$ cat src/rtl/p2s_stream_converter.sv
// p2s_stream_converter: parallel-to-serial width converter with valid/ready
// handshakes on both sides. One P_WIDTH word is emitted as up to
// P_WIDTH/S_WIDTH beats of S_WIDTH bits (MSB-first or LSB-first). A one-word
// holding buffer lets back-to-back words stream without a bubble.
// Optional feature macro: P2S_PARITY_EN adds out_parity and par_err_cnt.
module p2s_stream_converter #(
    parameter int P_WIDTH   = 64,
    parameter int S_WIDTH   = 8,
    parameter int MSB_FIRST = 1,
    localparam int NBEATS   = P_WIDTH / S_WIDTH,
    localparam int CW       = $clog2(NBEATS)
) (
    input  logic               clk,
    input  logic               rst_n,
    input  logic               in_valid,
    output logic               in_ready,
    input  logic [P_WIDTH-1:0] in_data,
    input  logic [CW-1:0]      in_len,
    output logic               out_valid,
    input  logic               out_ready,
    output logic [S_WIDTH-1:0] out_data,
    output logic               out_last,
    output logic               busy
`ifdef P2S_PARITY_EN
    ,
    output logic               out_parity,
    output logic [7:0]         par_err_cnt
`endif
);

    typedef enum logic [0:0] {
        ST_IDLE  = 1'b0,
        ST_SHIFT = 1'b1
    } state_t;

    state_t             state_r, state_s;
    logic [P_WIDTH-1:0] shift_r, shift_s;
    logic [P_WIDTH-1:0] hold_data_r, hold_data_s;
    logic [CW-1:0]      cnt_r, cnt_s;
    logic [CW-1:0]      last_r, last_s;
    logic [CW-1:0]      hold_last_r, hold_last_s;
    logic               hold_valid_r, hold_valid_s;
    logic [CW-1:0]      in_last_s;
    logic               in_xfer_s, out_xfer_s, final_xfer_s;
    logic               out_valid_s, out_last_s, in_ready_s, busy_s;
    logic [S_WIDTH-1:0] out_data_s;

    // Beat currently presented by the shift register.
    function automatic logic [S_WIDTH-1:0] slice_f(input logic [P_WIDTH-1:0] w);
        if (MSB_FIRST != 32'sd0) begin
            return w[P_WIDTH-1 -: S_WIDTH];
        end else begin
            return w[S_WIDTH-1:0];
        end
    endfunction

    // Advance the shift register by one beat, zero-filling the vacated slice.
    function automatic logic [P_WIDTH-1:0] shift_f(input logic [P_WIDTH-1:0] w);
        if (MSB_FIRST != 32'sd0) begin
            return w << S_WIDTH;
        end else begin
            return w >> S_WIDTH;
        end
    endfunction

    // Handshake qualifiers and the index of the final beat of an incoming word.
    always_comb begin
        in_xfer_s    = in_valid && in_ready;
        out_xfer_s   = out_valid && out_ready;
        final_xfer_s = out_xfer_s && (cnt_r == last_r);
        if (in_len == CW'(0)) begin
            in_last_s = CW'(NBEATS - 1);
        end else begin
            in_last_s = in_len - CW'(1);
        end
    end

    // Shift-stage and hold-buffer next state.
    always_comb begin
        state_s      = state_r;
        shift_s      = shift_r;
        cnt_s        = cnt_r;
        last_s       = last_r;
        hold_data_s  = hold_data_r;
        hold_last_s  = hold_last_r;
        hold_valid_s = hold_valid_r;
        case (state_r)
            ST_IDLE: begin
                if (in_xfer_s) begin
                    state_s = ST_SHIFT;
                    shift_s = in_data;
                    cnt_s   = CW'(0);
                    last_s  = in_last_s;
                end else begin
                    state_s = ST_IDLE;
                end
            end
            ST_SHIFT: begin
                if (final_xfer_s) begin
                    if (hold_valid_r) begin
                        // Hold word follows immediately: no bubble.
                        shift_s      = hold_data_r;
                        last_s       = hold_last_r;
                        cnt_s        = CW'(0);
                        hold_valid_s = 1'b0;
                        hold_data_s  = {P_WIDTH{1'b0}};
                        hold_last_s  = CW'(0);
                    end else if (in_xfer_s) begin
                        shift_s = in_data;
                        last_s  = in_last_s;
                        cnt_s   = CW'(0);
                    end else begin
                        state_s = ST_IDLE;
                        shift_s = {P_WIDTH{1'b0}};
                        cnt_s   = CW'(0);
                        last_s  = CW'(0);
                    end
                end else begin
                    if (out_xfer_s) begin
                        shift_s = shift_f(shift_r);
                        cnt_s   = cnt_r + CW'(1);
                    end else begin
                        shift_s = shift_r;
                        cnt_s   = cnt_r;
                    end
                    if (in_xfer_s) begin
                        hold_data_s  = in_data;
                        hold_last_s  = in_last_s;
                        hold_valid_s = 1'b1;
                    end else begin
                        hold_valid_s = hold_valid_r;
                    end
                end
            end
            default: begin
                state_s      = ST_IDLE;
                shift_s      = {P_WIDTH{1'b0}};
                cnt_s        = CW'(0);
                last_s       = CW'(0);
                hold_valid_s = 1'b0;
            end
        endcase
    end

    // Output values derived from the next state so the ports come from flops.
    always_comb begin
        out_valid_s = (state_s == ST_SHIFT);
        if (out_valid_s) begin
            out_data_s = slice_f(shift_s);
            out_last_s = (cnt_s == last_s);
        end else begin
            out_data_s = {S_WIDTH{1'b0}};
            out_last_s = 1'b0;
        end
        in_ready_s = !hold_valid_s;
        busy_s     = out_valid_s || hold_valid_s;
    end

    // State, datapath and registered outputs with synchronous active-low reset.
    always_ff @(posedge clk) begin
        if (!rst_n) begin
            state_r      <= ST_IDLE;
            shift_r      <= {P_WIDTH{1'b0}};
            cnt_r        <= CW'(0);
            last_r       <= CW'(0);
            hold_data_r  <= {P_WIDTH{1'b0}};
            hold_last_r  <= CW'(0);
            hold_valid_r <= 1'b0;
            out_valid    <= 1'b0;
            out_data     <= {S_WIDTH{1'b0}};
            out_last     <= 1'b0;
            in_ready     <= 1'b1;
            busy         <= 1'b0;
        end else begin
            state_r      <= state_s;
            shift_r      <= shift_s;
            cnt_r        <= cnt_s;
            last_r       <= last_s;
            hold_data_r  <= hold_data_s;
            hold_last_r  <= hold_last_s;
            hold_valid_r <= hold_valid_s;
            out_valid    <= out_valid_s;
            out_data     <= out_data_s;
            out_last     <= out_last_s;
            in_ready     <= in_ready_s;
            busy         <= busy_s;
        end
    end

`ifdef P2S_PARITY_EN
    // Even parity over one beat.
    function automatic logic parity_f(input logic [S_WIDTH-1:0] d);
        return ^d;
    endfunction

    // Parity travels with out_data; the error counter self-checks it per beat.
    always_ff @(posedge clk) begin
        if (!rst_n) begin
            out_parity  <= 1'b0;
            par_err_cnt <= 8'd0;
        end else begin
            out_parity <= parity_f(out_data_s);
            if (out_xfer_s && (out_parity != parity_f(out_data)) && (par_err_cnt != 8'hFF)) begin
                par_err_cnt <= par_err_cnt + 8'd1;
            end else begin
                par_err_cnt <= par_err_cnt;
            end
        end
    end
`endif

endmodule

$ cat config.mk
export PLATFORM = sky130hd
export DESIGN_NAME = p2s_stream_converter
export DESIGN_NICKNAME = d
export VERILOG_FILES = /design/src/rtl/p2s_stream_converter.sv
export SDC_FILE = /design/constraint.sdc
export NUM_CORES = 1
export LEC_CHECK = 0
export ABC_CLOCK_PERIOD_IN_PS = 5850
export CORE_MARGIN = 2
export CORE_UTILIZATION = 50
export DETAILED_ROUTE_END_ITERATION = 8
export GPL_TIMING_DRIVEN = 0
export PLACE_DENSITY = 0.79
export SETUP_SLACK_MARGIN = 0.5
export SKIP_CTS_REPAIR_TIMING = 1
export SLEW_MARGIN = 10
export SYNTH_ARGS = -nofsm -noshare
export SYNTH_HDL_FRONTEND = slang
export SYNTH_SLANG_ARGS = --single-unit
$ cat constraint.sdc
create_clock -name clk -period 5.85 [get_ports clk]
set_input_delay 1.755 -clock clk [delete_from_list [all_inputs] [get_ports clk]]
set_output_delay 1.755 -clock clk [all_outputs]
set_load 0.02 [all_outputs]
Word level (Yosys, flattened, before mapping)
Cells that the tools add are included.
Storage, ports and cells
  register bits: 150
  input port bits: 71
  word-level logic and storage cells: 59
  output and inout port bits: 12
Operators by class
  $add $sub $neg: 2
  multiplexer cells: 29
  eq/ne operators: 5
  bitwise gates (word level): 1
  reductions and logical operators: 10
Operators by type and width (number)
  $mux W64: 8
  $pmux W64 S2: 1
  $mux W3: 11
  $pmux W3 S2: 2
  $eq A3 B3 Y1: 2
  $mux W1: 6
  $ne A2 B2 Y1 const B: 2
  $reduce_and A2 Y1: 2
  $add A3 B1 Y3 const B: 1
  $logic_and A1 B1 Y1: 3
  $logic_not A3 Y1: 1
  $ne A3 B1 Y1 const B: 1
  $reduce_and A3 Y1: 1
  $sub A3 B1 Y3 const B: 1
  $pmux W1 S2: 1
  $reduce_bool A2 Y1: 1
  $logic_not A1 Y1: 1
  $logic_or A1 B1 Y1: 1
  $not A1 Y1: 1

Depth between registers and ports, before layout
  depth after elaboration: 7
  mapped depth: 9
  gate-level depth less buffers: 9

Worst setup path after synthesis
OpenSTA, ideal clock, no wires.
  path kind: input to register
  from: input in_len[0]
  to: register out_last
  required time: 5.762 ns
  path slack: 2.554 ns
  buffers on the path: 0
  arrival: 3.208 ns
  stages: 8
  cell sequence: inv_1 ha_1 ha_1 or3_1 a21oi_1 a311oi_2 xnor2_1 nor4_2
Between the ends
  cells in the longest elaborated chain, start to end: 7
  elaborated cells on any way between the ends: 9
  classes of those cells: add/sub: 1; eq/ne: 1; mux: 6; reduce/logical: 1
Ends and longest elaborated chain
  start: declaration: RTL line 18  | input logic [CW-1:0] in_len,
  $sub A3 B1 Y3 or $logic_not A3 Y1 (tied branches): RTL line 74, 71
  $mux W3 *: RTL line 71  | if (in_len == CW'(0)) begin
  $mux W3: RTL line 108  | end else if (in_xfer_s) begin
  $mux W3: RTL line 100  | if (hold_valid_r) begin
  $mux W3: RTL line 99  | if (final_xfer_s) begin
  $pmux W3 S2 *: RTL line 87  | case (state_r)
  $eq A3 B3 Y1 *: RTL line 150  | out_last_s = (cnt_s == last_s);
  end signal: assignment: RTL line 184  | out_last <= out_last_s;
  end: declaration: RTL line 22  | output logic out_last,
Every way passes the cells marked *; elsewhere a longest branch is shown, timed or not.
A chain may end at the register's enable or synchronous reset.

Final worst setup path
  from: input in_valid
  to: register hold_data_r[57]
Between the ends
  cells in the longest elaborated chain, start to end: 3
Ends and longest elaborated chain
  start: declaration: RTL line 15  | input logic in_valid,
  $logic_and A1 B1 Y1: RTL line 68  | in_xfer_s = in_valid && in_ready;
  $reduce_bool A2 Y1 (no source line)
  $reduce_and A3 Y1 (no source line)
  end signal: assignment: RTL line 166  | hold_data_r <= {P_WIDTH{1'b0}};
  end signal: assignment: RTL line 179  | hold_data_r <= hold_data_s;
  end: declaration: RTL line 38  | logic [P_WIDTH-1:0] hold_data_r, hold_data_s;
No other way between the ends.

==> results.ini <==
[global_route]
grt_pass1_wl_mm=32.40
grt_util_all_layers=0.2796
gr-total-overflow=0
grt_start_max_net_pins=17
grt_pass1_vias=6461
grt_antenna_before_repair=0

[route]
postRouteWirelength_mm=20.35
route.met3.wl_mm=1.718
viasPerCell=6.134
ant_nets=0
route.met2.wl_mm=9.483
drt-pass1-iter-count=8
vias=6858
route.detailed.drc=0
drt_iter0_markers=653
wl_met1_mm=8.769
dr.max_layer_used=met4
wire_per_inst_um=18.21

[worst_setup_path]
critPathMaxFanout=10
crit_path_end_kind=flip-flop
crit_family=buffers and inverters
max_stage_delay_ns=0.54
timing.critical_path.cells=clkdlybuf4s50_1 > and2_1 > clkbuf_1 > buf_2 > buf_1 > clkbuf_1 > a32oi_1 > nor2_1
critical_path_required_ns=6.21
critPathBufInv=5
arrival_ns=4.22
slowest_stage=buf_1
path_common_cell=clkbuf_1
cp-start-kind=input port
critPathKind=in2reg

[run_status]
outcome=finished clean

[job]
drv_cap=0

[timing]
rsz0062_at_grt=false
fin_crit_sh=0.6604
max-slew-margin-rel=0.5245
fmax_mhz=258.8
clock_skew_ns=0.008326
hold_ws_ns=0.4495
setup_viol=0
min_period_ns=3.863
final_max_slew_viol_count=0
setup_tns_ns=0
worst_pin_slew_ns=0.7133
fin_ws_ns=1.987
hold_viol_final=0

[power]
p_leak_nw=2.871
clockPowerShare=0.396
p_sw_mw=0.7624
max-vdd-ir-drop_v=0.0002130
cell_internal_pwr_mw=1.991
power.density_nw_per_um2=325.4
p_seq_frac=0.419
swShare=0.2769
p_comb_frac=0.186

[floorplanning]
die_w_um=121.1
initial_core_util=0.5153
std_cell_rows=42
core_um2=13300
die_h_um=121.1
die_area_um2=14660
pin_count=83

[logic_synthesis]
ys_seq_elements=150
synth-seq-area-share=0.4383
synth_top_area_cell=dfxtp_1
synth_common_cells=dfxtp_1, nand2_1, a21oi_1
synth_fp_nets=904
syn_area_um2=6852
synthTopCellsByArea=dfxtp_1, a21oi_1, a32oi_1
synth_cell_type_count=45
synth_edf_count=0
avgSynthCellArea_um2=8.255
yosys.area.top_type_share=0.4383
synth_cells=830
yosysWarnings=0
async_flop_share=0
synth_most_common_cell=dfxtp_1
synth-main-ff-cell=dfxtp_1

[clock_tree]
clock-root-buffer=clkbuf_16
clk_pin_slew_ns=0.06
clock_path_buffers=2
clkSinkCount=150
clock_latency_ns=0.42
cts_made_buffers=17
cts_tree=built
htreeDepth=4

[place]
finalWeightedCongestion=0.9079
dp_hpwl_mm=13.72
io_buffer_count=81
place_ws_ns=1.583

[finish]
nNetsFinal=1004
syn2layout_area_growth_pct=23.52
diodes=0
nFillCells=1151
drive_gt1_frac=0.05945

[hold_path]
min_path_type=reg2reg

[per-layer routing]
| layer | track usage | vias up |
|---|---|---|
| li1 | - | 3236 |
| met1 | 0.3828 | 3245 |
| met2 | 0.4424 | 338 |
| met3 | 0.05404 | 39 |
| met4 | 0.09302 | 0 |
| met5 | 0 | - |
[worst min-delay path, cell delays in order (launching register included)]
cell	delay, ns
dfxtp_1	0.30
nand2_1	0.05
a21oi_1	0.05
[state kept, by name, indices dropped and copies added, names as in the netlist]
name,count
hold_data_r,64
shift_r,64
out_data,8
cnt_r,3
hold_last_r,3
last_r,3
busy,1
hold_valid_r,1
in_ready,1
out_last,1
state_r,1
[logic make-up (layout without fill, tap and decap cells)]
| group | Yosys count | after routing | share of synthesized area |
|---|---|---|---|
| muxes | 3 | 3 | 0.004565 |
| DFF | 150 | 150 | 0.4383 |
| and+or+nand+nor | 307 | 307 | 0.2093 |
| adders and majority gates | 3 | 3 | 0.005479 |
| xor gates and xnor gates | 6 | 6 | 0.007670 |
| AOI/OAI and AO/OA | 264 | 264 | 0.2756 |
| buffers and inverters | 97 | 209 | 0.05917 |
[cells in the final DEF (no fill, tap or decap), types with 3 or more instances in the layout]
cell and n:
a22oi_1 3, dfxtp_1 150, buf_4 4, a21oi_1 116
buf_2 15, a221oi_1 8, o21ai_0 11, clkdlybuf4s50_1 81
inv_1 8, nor3_1 7, clkbuf_1 59, nand2_1 127
nor3b_1 48, nand3_1 23, clkinv_2 5, ha_1 3
a41oi_1 6, a32oi_1 55, clkbuf_16 17, buf_1 12
bufinv_16 3, and2_1 10, a311o_1 48, nor2_1 81
xnor2_1 6
[path summary, 6_finish.rpt]
path	startpoint	to	slack (ns)	depth (start not counted)
setup / recovery	in_valid	hold_data_r[57]	1.99	8
hold / removal	shift_r[16]	shift_r[16]	0.45	2
setup reg to reg	cnt_r[0]	hold_data_r[1]	3.46	8
hold reg to reg	shift_r[16]	shift_r[16]	0.45	2
[layout make-up]
class | count | area [um^2] | share of cell area
plain buffers | 88 | 371.6 | 0.04391
clock buffers | 21 | 450.4 | 0.05322
clock inverters | 10 | 130.1 | 0.01538
inverters | 9 | 33.78 | 0.003992
multi-input cells | 583 | 3443 | 0.4069
flip-flops and latches | 150 | 3003 | 0.3548
well taps | 176 | 220.2 | 0.02602
repair buffers | 81 | 810.8 | 0.09580
[power by group through the flow]
stage	combinational, mW	clock [mW]	sequential [mW]
final	0.511	1.09	1.15
after global routing	0.554	1.14	1.16
after CTS	0.502	1.09	1.15
after detailed placement	0.496	0	1.17
after global placement	0.490	0	1.17
after floorplan	0.322	0	1.17
[metrics by stage]
step	area, um^2	total power [mW]	instances	utilization
CTS	8463	2.745	1118	0.6366
global placement	7883	1.660	1087	0.5929
floorplan	6852	1.488	830	-
finish	8463	2.754	1118	0.6366
detailed placement	7883	1.667	1087	0.5929
global route	8463	2.858	1118	0.6366
(Power assumes the default switching activity.)
